$ cat config.mk
export PLATFORM = sky130hd
export DESIGN_NAME = config_uart_tx
export DESIGN_NICKNAME = d
export VERILOG_FILES = /design/src/rtl/config_uart_tx_pkg.sv /design/src/rtl/config_uart_tx_byte.sv /design/src/rtl/config_uart_tx.sv
export SDC_FILE = /design/constraint.sdc
export NUM_CORES = 1
export LEC_CHECK = 0
export CAP_MARGIN = 20
export CORE_UTILIZATION = 57
export CTS_CLUSTER_SIZE = 40
export DETAILED_ROUTE_END_ITERATION = 6
export PLACE_DENSITY = 0.83
export SYNTH_ARGS = -nofsm -noshare
export SYNTH_HDL_FRONTEND = slang
export SYNTH_SLANG_ARGS = --single-unit
$ cat constraint.sdc
create_clock -name clk -period 5.2 [get_ports clk]
set_clock_uncertainty 0.15 [all_clocks]
set_input_delay 0.78 -clock clk [delete_from_list [all_inputs] [get_ports clk]]
set_output_delay 0.78 -clock clk [all_outputs]
set_load 0.005 [all_outputs]
$ cat src/rtl/config_uart_tx_pkg.sv
// Shared types and constants for the configuration-report UART transmitter.
// Holds the baud divider helper, address map constants and the tx FSM state enum.
package config_uart_tx_pkg;

  localparam logic [3:0] ADDR_STATUS     = 4'd8;
  localparam logic [3:0] ADDR_NONE       = 4'd15;
  localparam int         NUM_TIME_PARAMS = 8;

  typedef enum logic [2:0] {
    ST_IDLE   = 3'd0,
    ST_FETCH  = 3'd1,
    ST_LOAD   = 3'd2,
    ST_START  = 3'd3,
    ST_DATA   = 3'd4,
    ST_PARITY = 3'd5,
    ST_STOP   = 3'd6
  } tx_state_e;

  // Truncating divide; a zero baud would be a configuration error, so clamp to 1.
  function automatic int unsigned clks_per_bit(input int unsigned clk_freq,
                                               input int unsigned baud);
    int unsigned cpb;
    cpb = (baud == 0) ? 1 : clk_freq / baud;
    return (cpb == 0) ? 1 : cpb;
  endfunction

  function automatic logic addr_is_valid(input logic [3:0] addr);
    return (addr < 4'(NUM_TIME_PARAMS)) || (addr == ADDR_STATUS);
  endfunction

endpackage

$ cat src/rtl/config_uart_tx_byte.sv
// Byte serialiser: start pulse in, one 8N1 (or 8E1) frame out, done pulse on the
// final edge of the stop bit. Owns the baud counter, bit index and parity.
//
// state     | meaning
// ST_IDLE   | line high, waiting for start_i
// ST_START  | start bit (low)
// ST_DATA   | 8 data bits, LSB first
// ST_PARITY | even-parity bit (CONFIG_UART_TX_PARITY_EN only)
// ST_STOP   | stop bit (high)
module uart_tx_byte
  import config_uart_tx_pkg::*;
#(
  parameter int unsigned CLKS_PER_BIT = 434
) (
  input  logic       clk,
  input  logic       rst,
  input  logic       start_i,
  input  logic [7:0] data_i,
  output logic       txd_o,
  output logic       done_o
);

  localparam int unsigned CNT_W = (CLKS_PER_BIT > 1) ? $clog2(CLKS_PER_BIT) : 1;
  localparam logic [CNT_W-1:0] CNT_LAST = CNT_W'(CLKS_PER_BIT - 1);

  tx_state_e        state_q;
  logic [CNT_W-1:0] baud_cnt_q;
  logic [2:0]       bit_idx_q;
  logic [7:0]       shift_q;
  logic             txd_q;
`ifdef CONFIG_UART_TX_PARITY_EN
  logic             parity_q;
`endif

  logic bit_end;
  assign bit_end = (baud_cnt_q == CNT_LAST);

  assign txd_o  = txd_q;
  assign done_o = (state_q == ST_STOP) && bit_end;

  always_ff @(posedge clk) begin
    if (rst) begin
      state_q    <= ST_IDLE;
      baud_cnt_q <= '0;
      bit_idx_q  <= '0;
      shift_q    <= '0;
      txd_q      <= 1'b1;
`ifdef CONFIG_UART_TX_PARITY_EN
      parity_q   <= 1'b0;
`endif
    end else begin
      case (state_q)
        ST_IDLE: begin
          baud_cnt_q <= '0;
          if (start_i) begin
            shift_q   <= data_i;
            bit_idx_q <= '0;
            txd_q     <= 1'b0;
            state_q   <= ST_START;
`ifdef CONFIG_UART_TX_PARITY_EN
            parity_q  <= ^data_i;
`endif
          end
        end

        ST_START: begin
          if (bit_end) begin
            baud_cnt_q <= '0;
            txd_q      <= shift_q[0];
            state_q    <= ST_DATA;
          end else begin
            baud_cnt_q <= baud_cnt_q + 1'b1;
          end
        end

        // shift_q[0] is always the bit currently on the line
        ST_DATA: begin
          if (bit_end) begin
            baud_cnt_q <= '0;
            if (bit_idx_q == 3'd7) begin
`ifdef CONFIG_UART_TX_PARITY_EN
              txd_q   <= parity_q;
              state_q <= ST_PARITY;
`else
              txd_q   <= 1'b1;
              state_q <= ST_STOP;
`endif
            end else begin
              bit_idx_q <= bit_idx_q + 3'd1;
              shift_q   <= {1'b0, shift_q[7:1]};
              txd_q     <= shift_q[1];
            end
          end else begin
            baud_cnt_q <= baud_cnt_q + 1'b1;
          end
        end

`ifdef CONFIG_UART_TX_PARITY_EN
        ST_PARITY: begin
          if (bit_end) begin
            baud_cnt_q <= '0;
            txd_q      <= 1'b1;
            state_q    <= ST_STOP;
          end else begin
            baud_cnt_q <= baud_cnt_q + 1'b1;
          end
        end
`endif

        ST_STOP: begin
          if (bit_end) begin
            baud_cnt_q <= '0;
            txd_q      <= 1'b1;
            state_q    <= ST_IDLE;
          end else begin
            baud_cnt_q <= baud_cnt_q + 1'b1;
          end
        end

        default: begin
          baud_cnt_q <= '0;
          txd_q      <= 1'b1;
          state_q    <= ST_IDLE;
        end
      endcase
    end
  end

endmodule

$ cat src/rtl/config_uart_tx.sv
// Return-path UART for the "report configuration" command: fetches one parameter
// byte and sends it as a frame. Define CONFIG_UART_TX_PARITY_EN for 8E1 frames.
//
// state    | meaning
// ST_IDLE  | waiting for a tx_valid rising edge
// ST_FETCH | rd_addr presented to the time register file
// ST_LOAD  | read data (or status bits) latched, serialiser kicked
// ST_START | serialiser owns the line until its stop bit completes
module config_uart_tx
  import config_uart_tx_pkg::*;
#(
  parameter int unsigned CLK_FREQ = 50000000,
  parameter int unsigned BAUD     = 115200
) (
  input  logic        clk,
  input  logic        rst,
  input  logic        tx_valid,
  input  logic [3:0]  tx_address,
  input  logic        txbyte_pos,
  output logic [2:0]  rd_addr,
  input  logic [15:0] rd_data,
  input  logic        isrun,
  input  logic        isramsey,
  output logic        uart_txd,
  output logic        tx_busy,
  output logic        tx_overrun
);

  localparam int unsigned CPB = clks_per_bit(CLK_FREQ, BAUD);

  tx_state_e   state_q;
  logic        tx_valid_q;
  logic [3:0]  addr_q;
  logic        pos_q;
  logic [2:0]  rd_addr_q;
  logic [7:0]  byte_q;
  logic        start_q;
  logic        busy_q;
  logic        overrun_q;

  logic        req;
  logic [7:0]  load_byte_d;
  logic        ser_done;

  assign req = tx_valid && !tx_valid_q;

  always_comb begin
    load_byte_d = pos_q ? rd_data[15:8] : rd_data[7:0];
    if (addr_q == ADDR_STATUS) begin
      load_byte_d = pos_q ? 8'h00 : {6'b0, isramsey, isrun};
    end
  end

  always_ff @(posedge clk) begin
    if (rst) begin
      state_q    <= ST_IDLE;
      tx_valid_q <= 1'b0;
      addr_q     <= '0;
      pos_q      <= 1'b0;
      rd_addr_q  <= '0;
      byte_q     <= '0;
      start_q    <= 1'b0;
      busy_q     <= 1'b0;
      overrun_q  <= 1'b0;
    end else begin
      tx_valid_q <= tx_valid;
      start_q    <= 1'b0;

      // Includes the edge on which the stop bit ends: busy_q is still high there.
      if (req && busy_q) begin
        overrun_q <= 1'b1;
      end

      case (state_q)
        ST_IDLE: begin
          if (req && addr_is_valid(tx_address)) begin
            addr_q    <= tx_address;
            pos_q     <= txbyte_pos;
            rd_addr_q <= tx_address[2:0];
            busy_q    <= 1'b1;
            state_q   <= ST_FETCH;
          end
        end

        ST_FETCH: state_q <= ST_LOAD;

        ST_LOAD: begin
          byte_q  <= load_byte_d;
          start_q <= 1'b1;
          state_q <= ST_START;
        end

        ST_START: begin
          if (ser_done) begin
            busy_q  <= 1'b0;
            state_q <= ST_IDLE;
          end
        end

        default: begin
          busy_q  <= 1'b0;
          state_q <= ST_IDLE;
        end
      endcase
    end
  end

  uart_tx_byte #(
    .CLKS_PER_BIT(CPB)
  ) u_tx_byte (
    .clk    (clk),
    .rst    (rst),
    .start_i(start_q),
    .data_i (byte_q),
    .txd_o  (uart_txd),
    .done_o (ser_done)
  );

  assign rd_addr    = rd_addr_q;
  assign tx_busy    = busy_q;
  assign tx_overrun = overrun_q;

endmodule

==> results of run 1 <==
-- routing by layer --
| layer | track usage, % | part of all wire, % | vias up |
|---|---|---|---|
| met5 | 0 | 0 | - |
| met4 | 7.849 | 1.4 | 0 |
| met3 | 6.884 | 2.9 | 6 |
| met2 | 37.90 | 46 | 24 |
| met1 | 29.98 | 50 | 763 |
| li1 | - | - | 852 |
-- layout make-up --
type	count	area (µm²)	area share (%)
Multi-Input combinational cell	159	1161	45.29
Sequential cell	43	860.8	33.58
Timing Repair Buffer	33	325.3	12.69
Clock buffer	5	68.82	2.684
Clock inverter	3	67.56	2.635
Tap cell	46	57.56	2.245
Inverter	6	22.52	0.8785
-- logic make-up (layout without fill, tap and decap cells) --
logic type	after synthesis	count (layout)	synth area share, %
compound gates	47	47	17.11
xor+xnor	7	7	2.881
fa+ha+maj	7	7	4.115
buf+inv	18	47	4.997
flops	43	43	40.45
mux	23	23	10.88
simple gates	75	75	19.58
-- cells in the final DEF, fill, tap and decap left out, types with 2 or more instances in the layout --
cell type,instances
nor3_1,10
xor2_1,3
a211oi_1,2
o221ai_1,2
o211a_1,3
nor2_1,24
o211ai_1,2
nor2b_1,6
nand4_1,3
nand3_1,6
a311oi_2,3
ha_1,7
o21ai_0,2
clkdlybuf4s50_1,31
nand2b_1,4
a311oi_1,4
a22o_1,2
clkbuf_8,5
a21oi_1,17
buf_4,2
mux2i_1,22
inv_1,5
o31ai_1,2
bufinv_16,2
nand2_1,11
a211o_1,3
xnor2_1,4
dfxtp_1,43
-- registers in the layout, indices dropped and copies added (netlist names), 2 cells and up --
name	cells
u_tx_byte.state_q	3
addr_q	4
state_q	2
u_tx_byte.bit_idx_q	3
u_tx_byte.baud_cnt_q	9
u_tx_byte.shift_q	8
byte_q	8
-- where the power goes --
| part | internal [mW] | total (mW) | switching (mW) |
|---|---|---|---|
| clock | 0.191 | 0.309 | 0.118 |
| sequential | 0.342 | 0.353 | 0.0111 |
| combinational | 0.0474 | 0.0838 | 0.0364 |
| total | 0.581 | 0.746 | 0.165 |
-- per-stage QoR --
stage | util [%] | hold slack [ps]
final | 73.92 | 332.9
after global routing | 73.92 | 370.5
after CTS | 73.92 | 336.3
after detailed placement | 69.99 | 307.4
after global placement | 69.77 | 311.6
after floorplan | - | 291.4
-- critical path, delay by kind of cell (launching register included) --
kind,cells,cell delay (ps)
muxes,1,300
AOI/OAI and AO/OA,2,830
and+or+nand+nor,1,220
DFF,1,780
-- Yosys cell counts (3+ instances only) --
library cell  count  area share, %
xor2_1            3            1.2
buf_4             3            1.1
xnor2_1           4            1.6
o211a_1           3            1.4
nand2_1          11            1.9
nor3_1           10            2.4
nand3_1           6            1.4
nor2_1           24            4.2
clkbuf_1          5           0.88
a21oi_1          17            4.0
mux2i_1          22             10
ha_1              7            4.1
a311oi_2          3            2.1
a211o_1           3            1.2
inv_1             5           0.88
nand4_1           3           0.88
dfxtp_1          43             40
nor2b_1           6            1.8
nand2b_1          4            1.2
a311oi_1          4            1.6
-- worst min path at each step --
stage	endpoint	slack (ps)
2_1_floorplan	u_tx_byte.baud_cnt_q[0]	290
3_3_place_gp	u_tx_byte.baud_cnt_q[0]	310
3_5_place_dp	tx_overrun	310
4_1_cts	tx_overrun	340
5_1_grt	byte_q[7]	370
6_report	tx_overrun	330
==> flow_summary.yaml, run 1 <==
timing:
  timing.final.crit_share_pct: 45.94
  rsz0062_at_grt: "no"
  finalMaxSlewViolations: 0
  fmax_mhz: 418.6
  setup_violations: 0
  worst_slack_ps: 2811
  hold_viol: 0
  relSlewSlack_pct: 53.09
  tightestPinTransition_ps: 702.7
  fin_crit_ps: 2389
  tns_ps: 0
clock_tree:
  post_cts_buffers: 0
  cts_resized: 0
  cts_root_buffer: "clkbuf_8"
  cts_sinks: 43
  cts_tree: "yes"
  clk_latency_ps: 300
  path_clk_slew_ps: 80
  cts_hold_buf: 0
  htreeDepth: 2
  numCtsBuffers: 5
  clk_path_buf_depth: 2
floorplan:
  die_x_um: 63.11
  fp-row-count: 21
  io_pins: 32
  initial_core_util_pct: 61.36
  core_area_um2: 3468
  die_h_um: 63.11
  dieArea_um2: 3982
worst_hold_path:
  hp-class: "flop to flop"
  holdCritStartpoint: "tx_overrun"
  hold_depth: 2
detailed_routing:
  remaining_drc_errors: 0
  drtIter0Drc: 143
  drtPass1Iterations: 4
  vias_per_cell: 5.576
  final_antenna_net_count: 0
  vias: 1645
  wl_per_cell_um: 14.02
  routed_wl_um: 4137
logic_synthesis:
  ys_warn_count: 0
  yosysSeqAreaShare_pct: 40.45
  syn_area_um2: 2128
  syn_nets: 253
  synth_ff_type: "dfxtp_1"
  async_flop_share_pct: 0
  syn_avg_cell_area_um2: 9.674
  synth_seq_cells: 43
  ys_types: 47
  synth_edf_count: 0
  synth_cells: 220
global_route:
  grt_pass1_vias: 1606
  grt_max_degree: 30
  antenna_found_initial: 0
  grt_overflow_total: 0
  grt_pass1_wl_um: 7307
  track_usage_pct: 23.57
worst_setup_path:
  crit_start: "u_tx_byte.state_q[2]"
  startpoint_type: "flop"
  r2r_cells: 4
  cp.required_ps: 5250
  r2r-end: "u_tx_byte.bit_idx_q[0]"
  cp_cell_sequence: "nand2b_1, o31ai_4, a21oi_1, mux2_2"
  rr_startpoint: "u_tx_byte.state_q[2]"
  r2r_slack_ps: 2810
  path_class: "flop to flop"
  cp_max_fo: 17
  critPathSlowestCell: "dfxtp_1"
  critPathCaptureType: "flop"
  arrival_ps: 2440
  slowest_delay_ps: 780
  endpoint: "u_tx_byte.bit_idx_q[0]"
final_layout:
  layout-drive-gt1-share_pct: 8.032
  fin_area_um2: 2564
  fillers: 286
  fin_nets: 281
  area_growth_pct: 20.46
  diodes: 0
  stdcell_count: 295
power:
  power_mw: 0.7461
  power.density_nw_per_um2: 291.0
  ir_drop_mv: 0.2159
  cellLeakagePower_nw: 0.9195
placed_design:
  place_congestion: 0.8085
  io_buffer_count: 31
  preCtsSetupSlack_ps: 2650
  placed_area_um2: 2427
  dp.cells: 287
  place_hpwl_um: 2896
status:
  status: "complete, no violations"
flow_run:
  max-cap-violations: 0
Power figures use the tool's default switching activity.
==> run 2: changes to the inputs <==
CORE_UTILIZATION = 48   (was 57)
PLACE_DENSITY = 0.75   (was 0.83)
clock period = 1.96 ns   (was 5.2 ns; I/O delays follow)
==> run 2 against run 1 <==
  * Worst setup slack got worse by 2700 ps
  * Count of clock-buffer cells in the layout rose by 3
  * Utilization fell by 8.2 points
  * Hold slack improved by 0.86 ps
  * First-iteration DRC count fell by 57%
  * Cell count rose by 6.1%
  * Critical path depth rose by 4
  * Non-clock buffer count rose by 14
  * Combinational power rose to 2.9 times the previous value
  * Critical path type unchanged
  * Critical endpoint is now u_tx_byte.shift_q[5]
  * Highest routed layer unchanged
==> flow_summary.yaml, run 2 (synthesis results as in run 1) <==
worst_setup_path:
  cp_max_fo: 7
  critPathCaptureType: "flop"
  startpoint_type: "flop"
  arrival_ps: 1920
  path_class: "flop to flop"
  cp.required_ps: 1990
timing:
  setup_violations: 0
  hold_viol: 0
  relSlewSlack_pct: 68.62
  timing.final.crit_share_pct: 96.61
  tns_ps: 0
  tightestPinTransition_ps: 466.4
  finalMaxSlewViolations: 0
  timing.hold.ws_ps: 333.7
  fmax_mhz: 528.1
  fin_crit_ps: 1894
final_layout:
  layout-drive-gt1-share_pct: 15.21
  mostFrequentLayoutCell: "dfxtp_1"
  area_growth_pct: 27.16
  multi_input_area_um2: 1195
  seq_area_um2: 862.1
  largest_register: "u_tx_byte.baud_cnt_q"
  fillers: 344
  diodes: 0
  final_cell_mix: "42 x dfxtp_1, 31 x clkdlybuf4s50_1, 24 x nor2_1"
  fin_nets: 295
  top_regs: "u_tx_byte.baud_cnt_q x9, byte_q x8, u_tx_byte.shift_q x8"
  largest_reg_flops: 9
clock_tree:
  clk_path_buf_depth: 2
  cts_hold_buf: 0
  htreeDepth: 2
  cts_tree: "yes"
  cts_sinks: 43
  clk_latency_ps: 310
  cts_root_buffer: "clkbuf_8"
  path_clk_slew_ps: 80
  numCtsBuffers: 5
floorplan:
  die_x_um: 68.59
  core_area_um2: 4115
  io_pins: 32
  die_h_um: 68.59
  fp-row-count: 23
  dieArea_um2: 4704
  initial_core_util_pct: 51.72
global_route:
  antenna_found_initial: 0
  track_usage_pct: 20.49
  grt_pass1_wl_um: 6969
  grt_max_degree: 21
  grt_pass1_vias: 1607
  grt_overflow_total: 0
detailed_routing:
  drtIter0Drc: 61
  drtPass1Iterations: 4
  remaining_drc_errors: 0
  final_antenna_net_count: 0
  vias: 1716
  wl_per_cell_um: 13.76
  routed_wl_um: 4306
  vias_per_cell: 5.482
placed_design:
  place_congestion: 0.7661
  io_buffer_count: 31
  place_hpwl_um: 3040
power:
  power_mw: 1.798
  ir_drop_mv: 0.4819
  power.density_nw_per_um2: 664.3
  cellLeakagePower_nw: 0.9898
flow_run:
  max-cap-violations: 0
status:
  status: "complete, no violations"
worst_hold_path:
  hp-class: "flop to flop"
[run 2: cell types whose count changed in the layout (fill, tap and decap cells not counted), moves of 2 or more]
cell       delta
buf_4        +11
bufinv_16     -2
clkbuf_8      +2
ha_1          -2
[run 2: path summary, 6_finish.rpt]
| kind | startpoint | to | slack (ps) | cells after the start |
|---|---|---|---|---|
| max reg2reg | u_tx_byte.bit_idx_q[0] | u_tx_byte.shift_q[5] | 70 | 8 |
| min reg2reg | tx_overrun | tx_overrun | 330 | 2 |
| min | tx_overrun | tx_overrun | 330 | 2 |
| max | u_tx_byte.bit_idx_q[0] | u_tx_byte.shift_q[5] | 70 | 8 |
[run 2: timing repair]
action,4_1_cts,5_1_grt
gates resized for setup,0,9
setup buffers,0,4
endpoints found under the setup margin,0,18
[run 2: critical path, stage by stage (launching register included)]
cell,delay [ps]
dfxtp_1,320
ha_1,200
ha_2,190
nand2b_4,160
o31ai_4,280
buf_6,150
clkbuf_16,130
buf_4,100
a311oi_2,80
[run 2: layout make-up]
class                      instances  share of cell area [%]
tap                               50                   2.312
clock buffer                       8                   3.699
multi-input combinational        159                   44.15
sequential                        43                   31.85
inverter                           6                  0.8322
timing repair buffer              47                   17.15
[run 2: power breakdown]
part,internal (mW),switching (mW)
clock network,0.322,0.300
registers,0.907,0.0279
logic,0.142,0.0987
[run 2: through the flow]
step	area, µm²	utilization, %	setup slack [ps]	std cells
global placement	2512	61.05	57.28	300
finish	2706	65.76	66.38	313
CTS	2613	63.48	23.72	308
floorplan	2128	-	129.6	220
global route	2706	65.76	-0.2525	313
detailed placement	2512	61.05	21.68	300
[run 2: layer usage]
metal	up-vias	GRT usage [%]	wire length [µm]
li1	879	-	-
met1	812	25.40	2014
met2	17	32.97	2090
met3	8	4.441	105
met4	0	10.94	97
met5	-	0	0
==> run 3: changes to the inputs <==
CORE_UTILIZATION = 53   (was 48)
PLACE_DENSITY = 0.78   (was 0.75)
clock period = 2.1 ns   (was 1.96 ns; I/O delays follow)
==> run 3 against run 2 <==
  * First-iteration DRC count up 82%
  * Global-route usage up 1.6 points
  * Combinational power down 10%
  * Cell count down 2.9%
  * Critical path type unchanged
  * Largest power group unchanged
==> flow_summary.yaml, run 3 (synthesis results as in run 1) <==
status:
  status: "complete, no violations"
global_route:
  grt_pass1_wl_um: 7258
  grt_use_met3_pct: 5.035
  antenna_found_initial: 0
  use_met2_pct: 35.44
  grt_busiest_layer: "met2"
  grt_overflow_total: 0
  track_usage_pct: 22.10
  grt_max_degree: 19
  met1_usage_pct: 28.45
  grt_pass1_vias: 1610
final_layout:
  area_growth_pct: 21.16
  layout-drive-gt1-share_pct: 10.94
  largest_register: "u_tx_byte.baud_cnt_q"
  multi_input_area_um2: 1172
  fillers: 300
  fin_area_um2: 2579
  stdcell_count: 304
  diodes: 0
  post-route-util_pct: 68.88
  mostFrequentLayoutCell: "dfxtp_1"
  final_cell_mix: "43 x dfxtp_1, 31 x clkdlybuf4s50_1, 24 x nor2_1"
  seq_area_um2: 860.8
  fin_nets: 288
  top_regs: "u_tx_byte.baud_cnt_q x9, byte_q x8, u_tx_byte.shift_q x8"
  largest_reg_flops: 9
worst_setup_path:
  rr_startpoint: "u_tx_byte.baud_cnt_q[0]"
  cp.required_ps: 2180
  cp_top_family: "simple AND/OR/NAND/NOR gates"
  r2r-end: "state_q[1]"
  arrival_ps: 2030
  slowest_delay_ps: 400
  r2r_cells: 5
  crit_start: "u_tx_byte.baud_cnt_q[0]"
  cp_cell_sequence: "ha_1, nor4bb_2, nand4_1, a22oi_1, mux2i_1"
  critPathSlowestCell: "dfxtp_1"
  path_class: "flop to flop"
  critPathCaptureType: "flop"
  startpoint_type: "flop"
  path_buf_inv: 0
  r2r_slack_ps: 160
  cp_max_fo: 5
worst_hold_path:
  hold_depth: 2
  hp-class: "flop to flop"
  holdCritStartpoint: "tx_overrun"
  holdPathEnd: "tx_overrun"
timing:
  relSlewSlack_pct: 67.32
  tightestPinTransition_ps: 489.6
  fin_crit_ps: 1944
  setup_violations: 0
  fmax_mhz: 514.4
  tns_ps: 0
  timing.hold.ws_ps: 330.9
  worst_slack_ps: 155.9
  finalMaxSlewViolations: 0
  hold_viol: 0
  timing.final.crit_share_pct: 92.57
  rsz0062_at_grt: "no"
power:
  cellLeakagePower_nw: 0.9323
  power.density_nw_per_um2: 620.9
  power_mw: 1.601
  ir_drop_mv: 0.4467
detailed_routing:
  drtPass1Iterations: 4
  drtIter0Drc: 111
  vias: 1682
  remaining_drc_errors: 0
  routed_wl_um: 4087
  wl_per_cell_um: 13.44
  final_antenna_net_count: 0
  vias_per_cell: 5.533
placed_design:
  place_congestion: 0.8526
  placed_area_um2: 2482
  place_hpwl_um: 2986
  dp.cells: 296
  io_buffer_count: 31
  preCtsSetupSlack_ps: 148.5
clock_tree:
  cts_tree: "yes"
  numCtsBuffers: 5
  path_clk_slew_ps: 80
  post_cts_buffers: 0
  cts_hold_buf: 0
  cts_sinks: 43
  cts_root_buffer: "clkbuf_8"
  clk_latency_ps: 300
  clk_path_buf_depth: 2
  htreeDepth: 2
floorplan:
  die_x_um: 65.37
  io_pins: 32
  core_area_um2: 3744
  initial_core_util_pct: 56.85
  fp-row-count: 22
  dieArea_um2: 4273
  die_h_um: 65.37
flow_run:
  max-cap-violations: 0
==> run 3: cell type report <==
cell class,instances,area share [%]
inverter,6,0.8734
timing repair buffer,40,14.65
tap,48,2.329
multi-input combinational,159,45.46
sequential,43,33.38
clock buffer,6,2.814
clock inverter,2,0.4852
==> run 3: layer usage <==
layer | up-vias | share of wire (%)
li1 | 873 | -
met3 | 7 | 3.4
met4 | 0 | 1.8
met1 | 772 | 48
met5 | - | 0
met2 | 30 | 46
==> run 3: timing repair <==
item                                    CTS  global route
resized for setup                         0             2
endpoints found under the hold margin     0             0
endpoints found under the setup margin    0             7
==> run 3: report_power, final <==
part / internal, mW / total [mW] / switching, mW
registers: 0.847 / 0.872 / 0.0257
clock network: 0.232 / 0.512 / 0.279
logic: 0.125 / 0.217 / 0.0921
==> run 3: worst register-to-register path, delay by kind of cell, from the launching register on <==
kind                     cells  cell delay (ps)
multiplexers                 1              210
adder cells (fa/ha/maj)      1              220
AND/OR/NAND/NOR              2              600
flip-flops                   1              400
AO/OA/AOI/OAI                1              300
==> run 3: worst max path at each step <==
stage	to	cells after the start
after floorplan	u_tx_byte.shift_q[6]	7
after global placement	tx_busy	5
after detailed placement	tx_busy	5
after CTS	state_q[1]	5
after global routing	u_tx_byte.shift_q[5]	7
final	state_q[1]	5
